File: config.mk
export PLATFORM = sky130hd
export DESIGN_NAME = cond_select_pipe
export DESIGN_NICKNAME = d
export VERILOG_FILES = /design/src/rtl/cond_select_pipe.sv
export SDC_FILE = /design/constraint.sdc
export NUM_CORES = 1
export LEC_CHECK = 0
export CELL_PAD_IN_SITES_DETAIL_PLACEMENT = 1
export CELL_PAD_IN_SITES_GLOBAL_PLACEMENT = 2
export CORE_ASPECT_RATIO = 1.2
export CORE_MARGIN = 3
export CORE_UTILIZATION = 26
export DETAILED_ROUTE_END_ITERATION = 10
export PLACE_DENSITY = 0.92
export SYNTH_ARGS = -nofsm -noshare
export SYNTH_HDL_FRONTEND = slang
export SYNTH_SLANG_ARGS = --single-unit
File: constraint.sdc
create_clock -name clk -period 3 [get_ports clk]
set_clock_uncertainty 0.05 [all_clocks]
set_input_delay 0.6 -clock clk [delete_from_list [all_inputs] [get_ports clk]]
set_output_delay 0.6 -clock clk [all_outputs]
set_load 0.02 [all_outputs]
File: src/rtl/cond_select_pipe.sv
// rtl/cond_select_pipe.sv - priority condition-flag encoder feeding a 2-entry valid/ready buffer
// Multi-hot detection, out_multi and err_count are built only when COND_SELECT_MULTIHOT_CHECK_EN is defined.
module cond_select_pipe #(
  parameter int NUM_SRC     = 4,
  parameter int SEL_W       = 2,
  parameter int DEFAULT_SEL = 0,
  parameter int CNT_W       = 8
) (
  input  logic               clk,
  input  logic               rst_n,
  input  logic               in_valid,
  output logic               in_ready,
  input  logic               in_en,
  input  logic [NUM_SRC-1:0] in_flags,
  output logic               out_valid,
  input  logic               out_ready,
  output logic [SEL_W-1:0]   out_sel,
  output logic               out_hit,
  output logic               out_multi,
  output logic [CNT_W-1:0]   err_count,
  input  logic               clr_err
);

  generate
    if (NUM_SRC < 2 || (2 ** SEL_W) < NUM_SRC) begin : g_bad_params
      $error("cond_select_pipe: need NUM_SRC >= 2 and 2**SEL_W >= NUM_SRC");
    end
  endgenerate

  logic [SEL_W-1:0] enc_sel;
  logic             enc_hit;
  logic             enc_multi;

  // Descending scan so the lowest set flag wins.
  always_comb begin
    enc_sel = SEL_W'(DEFAULT_SEL);
    enc_hit = 1'b0;
    if (in_en) begin
      for (int i = NUM_SRC - 1; i >= 0; i--) begin
        if (in_flags[i]) begin
          enc_sel = SEL_W'(i);
          enc_hit = 1'b1;
        end
      end
    end
  end

`ifdef COND_SELECT_MULTIHOT_CHECK_EN
  assign enc_multi = in_en && ((in_flags & (in_flags - NUM_SRC'(1))) != '0);
`else
  assign enc_multi = 1'b0;
`endif

  logic             push;
  logic             pop;
  logic             skid_valid;
  logic [SEL_W-1:0] skid_sel;
  logic             skid_hit;
  logic             skid_multi;
  logic [1:0]       occ_next;

  assign push = in_valid && in_ready;
  assign pop  = out_valid && out_ready;

  always_comb begin
    occ_next = 2'(out_valid) + 2'(skid_valid) + 2'(push) - 2'(pop);
  end

  // Head register drives the outputs directly; skid holds the second entry.
  always_ff @(posedge clk or negedge rst_n) begin
    if (!rst_n) begin
      in_ready   <= 1'b0;
      out_valid  <= 1'b0;
      out_sel    <= '0;
      out_hit    <= 1'b0;
      out_multi  <= 1'b0;
      skid_valid <= 1'b0;
      skid_sel   <= '0;
      skid_hit   <= 1'b0;
      skid_multi <= 1'b0;
    end else begin
      in_ready <= (occ_next < 2'd2);
      if (skid_valid) begin
        // Full: in_ready is low, so only a pop can happen here.
        if (pop) begin
          out_sel    <= skid_sel;
          out_hit    <= skid_hit;
          out_multi  <= skid_multi;
          skid_valid <= 1'b0;
        end
      end else if (out_valid && !pop) begin
        if (push) begin
          skid_sel   <= enc_sel;
          skid_hit   <= enc_hit;
          skid_multi <= enc_multi;
          skid_valid <= 1'b1;
        end
      end else begin
        out_valid <= push;
        if (push) begin
          out_sel   <= enc_sel;
          out_hit   <= enc_hit;
          out_multi <= enc_multi;
        end
      end
    end
  end

`ifdef COND_SELECT_MULTIHOT_CHECK_EN
  always_ff @(posedge clk or negedge rst_n) begin
    if (!rst_n) begin
      err_count <= '0;
    end else if (clr_err) begin
      err_count <= '0;
    end else if (push && enc_multi && (err_count != {CNT_W{1'b1}})) begin
      err_count <= err_count + CNT_W'(1);
    end
  end
`else
  logic unused_clr_err;
  assign unused_clr_err = clr_err;
  assign err_count      = '0;
`endif

endmodule

**After elaboration in Yosys (flattened, before gate mapping)**

Cells that the tools add are included.

- Bits in latches: 0
- Logic and storage cells: 50
- Output and inout port bits: 14
- ROM bits: 0
- Bits in registers: 10
- Bits in writable memories: 0
- Memories: 0

- Multiply operators: 0
- Order comparisons: 1
- $add $sub $neg: 3
- Equal/unequal tests: 2
- Bitwise logic cells: 2
- Shift operators: 0
- Reduce and logical (&&, ||, !) cells: 8
- Muxes and demuxes: 26
- Divide/modulo/power cells: 0

Operators with widths:

| cell | number |
|---|---|
| $mux W2 | 9 |
| $mux W1 | 17 |
| $reduce_and A3 Y1 | 2 |
| $ne A2 B2 Y1 const B | 2 |
| $logic_and A1 B1 Y1 | 3 |
| $add A1 B1 Y2 | 1 |
| $add A2 B1 Y2 | 1 |
| $lt A2 B2 Y1 const B | 1 |
| $not A1 Y1 | 2 |
| $reduce_and A2 Y1 | 1 |
| $reduce_bool A2 Y1 | 1 |
| $sub A2 B1 Y2 | 1 |
| $logic_not A1 Y1 | 1 |

**Depth between registers and ports, before layout**

- Depth after elaboration: 8
- Mapped depth: 6
- Gate-level depth less buffers: 6

**Worst setup path before layout**

OpenSTA, ideal clock, no wires.

- Path kind: input-to-reg
- Start point: in out_ready
- End point: reg in_ready
- Arrival time: 1.625 ns
- Required time: 2.871 ns
- Cell stages on the path: 6
- Slack: 1.246 ns
- Path through: and2_2 > ha_1 > inv_1 > ha_1 > a21oi_1 > xor2_1

- Longest elaborated chain between the ends: 3

Ends and longest elaborated chain:

| what | line | text |
|---|---|---|
| start: declaration | 16 | `input logic out_ready,` |
| $logic_and A1 B1 Y1 | 63 | `assign pop = out_valid && out_ready;` |
| $sub A2 B1 Y2 | 66 | `occ_next = 2'(out_valid) + 2'(skid_valid) + 2'(push) - 2'(pop);` |
| $lt A2 B2 Y1 | 82 | `in_ready <= (occ_next < 2'd2);` |
| end signal: assignment | 82 |  |
| end: declaration | 12 | `output logic in_ready,` |

No other way between the ends.
A chain may end at the register's enable or synchronous reset.

**Final worst setup path**

Same ends and word-level chain as after synthesis.

==> flow_metrics.tcl <==
set metrics [dict create \
    post-dp-hpwl_um 918 \
    ff2ff_path_depth 6 \
    antenna_found_initial 0 \
    yosysSeqAreaShare 0.382 \
    drc_errors 0 \
    layout_common_cells "13 x clkdlybuf4s50_1, 9 x conb_1, 9 x dfrtp_1" \
    syn_area_um2 589 \
    die_w_um 49.5 \
    rsz0062_at_grt "false" \
    min_period_ns 2.09 \
    dp_cells 98 \
    cts_resized 0 \
    clkSlewWorstSetupHoldPaths_ns 0.06 \
    synth_seq_cells 9 \
    hold_viol 0 \
    maxCapViolCount 0 \
    crit_path_max_incr_delay_ns 0.48 \
    worst-path-buf-inv 2 \
    drive_gt1_frac 0.139 \
    antenna_cells 0 \
    syn_avg_cell_area_um2 10.3 \
    seqPwrFrac 0.378 \
    start_util 0.278 \
    vdd.ir_drop.worst_uv 359 \
    whs_ns 0.460 \
    drt-initial-drc-count 2 \
    cp.required_ns 3.13 \
    p_sw_frac 0.390 \
    wl_per_cell_um 11.4 \
    p_leak_nw 0.327 \
    cp_common_cell "ha_1" \
    gp_congestion 0.737 \
    endpoint_kind "flop" \
    hp-class "reg -> reg" \
    die_area_um2 2880 \
    cts_buffer_depth 2 \
    nets 85 \
    power.net_switching_mw 0.251 \
    track_usage 0.0920 \
    ios 24 \
    htreeDepth 1 \
    finalNonFillerCells 102 \
    final_common_cell "clkdlybuf4s50_1" \
    numCtsBuffers 3 \
    core_area_um2 2120 \
    path_cells "clkdlybuf4s50_1 > and2_2 > ha_1 > inv_1 > ha_1 > a21oi_1 > xor2_1" \
    grt_max_degree 13 \
    r2r_end "in_ready" \
    p_int_mw 0.392 \
    cts_tree "built" \
    crit_family "buffers and inverters" \
    synthToLayoutAreaGrowth_pct 25.3 \
    r2r_slack_ns 1.32 \
    hold_end "skid_hit" \
    routed_wl_um 1160 \
    grt.overflow.total 0 \
    cts-root-buf "clkbuf_4" \
    netlist_instances 57 \
    worstSkewPairLatency_ns 0.26 \
    placementRows 18 \
    cts_setup_buffers 0 \
    via_per_inst 4.17 \
    hold_start "skid_hit" \
    p_clk_frac 0.144 \
    status "finished, final reports clean" \
    die_h_um 58.2 \
    fin_crit_sh 0.696 \
    ys_warn_count 0 \
    powerDensity_nw_per_um2 872 \
    combPwrFrac 0.478 \
    worst_path_max_delay_cell "clkdlybuf4s50_1" \
    vias 425 \
    grt_pass1_wl_um 1990 \
    critPathLaunchType "input port" \
    final-max-slew-violation-count 0 \
    crit_type "in -> reg" \
    cp_max_fo 3 \
    port_buffers 13 \
    timing.rr.start "out_valid" \
    cts.sinks 9 \
    hold_depth 1 \
    grt_pass1_vias 450 \
    first_pass_iters 4 \
    final_util 0.349 \
    crit_arrival_ns 2.22 \
    tns_ns 0 \
    ctsHoldBuffers 0 \
    synth.distinct_cells 26 \
    final_antenna_net_count 0 \
    max_clock_freq_mhz 479 \
    setup_viol 0 \
]
[cell usage after synthesis, drive strengths merged]
cell	count	area, um2
a2111oi	1	8.76
a21oi	2	10.0
a2bb2oi	1	8.76
a31oi	1	6.26
and2	1	7.51
buf	10	75.1
conb	1	3.75
dfrtp	9	225
ha	2	25.0
inv	4	15.0
mux2	3	33.8
mux2i	3	30.0
nand2	2	7.51
nand2b	1	6.26
nor2	2	7.51
nor2b	3	26.3
nor3	2	15.0
nor3b	2	26.3
o21ai	3	15.0
o21bai	1	7.51
o41a	1	11.3
o41ai	1	8.76
xor2	1	8.76
[state kept, by name, summed over array words and instances (netlist names)]
signal,flops
in_ready,1
out_hit,1
skid_valid,1
out_valid,1
skid_sel,2
out_sel,2
skid_hit,1
[metrics by stage]
| stage | cell area (um2) | worst slack, ns | total power, mW |
|---|---|---|---|
| final | 738 | 0.911 | 0.644 |
| after global routing | 738 | 0.835 | 0.703 |
| after CTS | 738 | 0.918 | 0.658 |
| after detailed placement | 712 | 0.651 | 0.558 |
| after global placement | 712 | 0.680 | 0.546 |
| after floorplan | 619 | 1.25 | 0.452 |
[power groups by stage]
stage	clock, mW	combinational, mW	sequential, mW
finish	0.0924	0.308	0.243
global placement	0	0.304	0.242
detailed placement	0	0.311	0.247
CTS	0.0996	0.313	0.245
floorplan	0	0.194	0.258
global route	0.106	0.341	0.256
[kinds of logic (layout without fill, tap and decap cells)]
group | Yosys count | after routing | share of synthesized area
adder cells (fa/ha/maj) | 2 | 2 | 0.0425
buffers and inverters | 14 | 21 | 0.153
other | 1 | 9 | 0.00636
multiplexers | 6 | 6 | 0.108
XOR/XNOR | 1 | 1 | 0.0149
AND/OR/NAND/NOR | 13 | 13 | 0.163
AO/OA/AOI/OAI | 11 | 11 | 0.130
flip-flops | 9 | 9 | 0.382
[metal layers]
metal | GRT usage | share of wire
met5 | 0 | 0
met4 | 0.0474 | 0
met3 | 0.0334 | 0.083
met2 | 0.144 | 0.46
met1 | 0.111 | 0.46
[how the worst max path moves through the flow]
| stage | to | depth (start not counted) | from | slack, ns |
|---|---|---|---|---|
| after global placement | in_ready | 7 | out_ready | 0.68 |
| after CTS | in_ready | 7 | out_ready | 0.92 |
| after detailed placement | in_ready | 7 | out_ready | 0.65 |
| after global routing | in_ready | 7 | out_ready | 0.84 |
| final | in_ready | 7 | out_ready | 0.91 |
| after floorplan | in_ready | 6 | out_ready | 1.25 |
[area by class of cell]
class	instances	area [um2]
multi-input cells	42	304
inverters	4	15.0
clock buffers	4	26.3
repair buffers	13	130
well taps	30	37.5
fillers	259	1380
flip-flops and latches	9	225
Note: power is estimated with default switching activity, not from simulation.
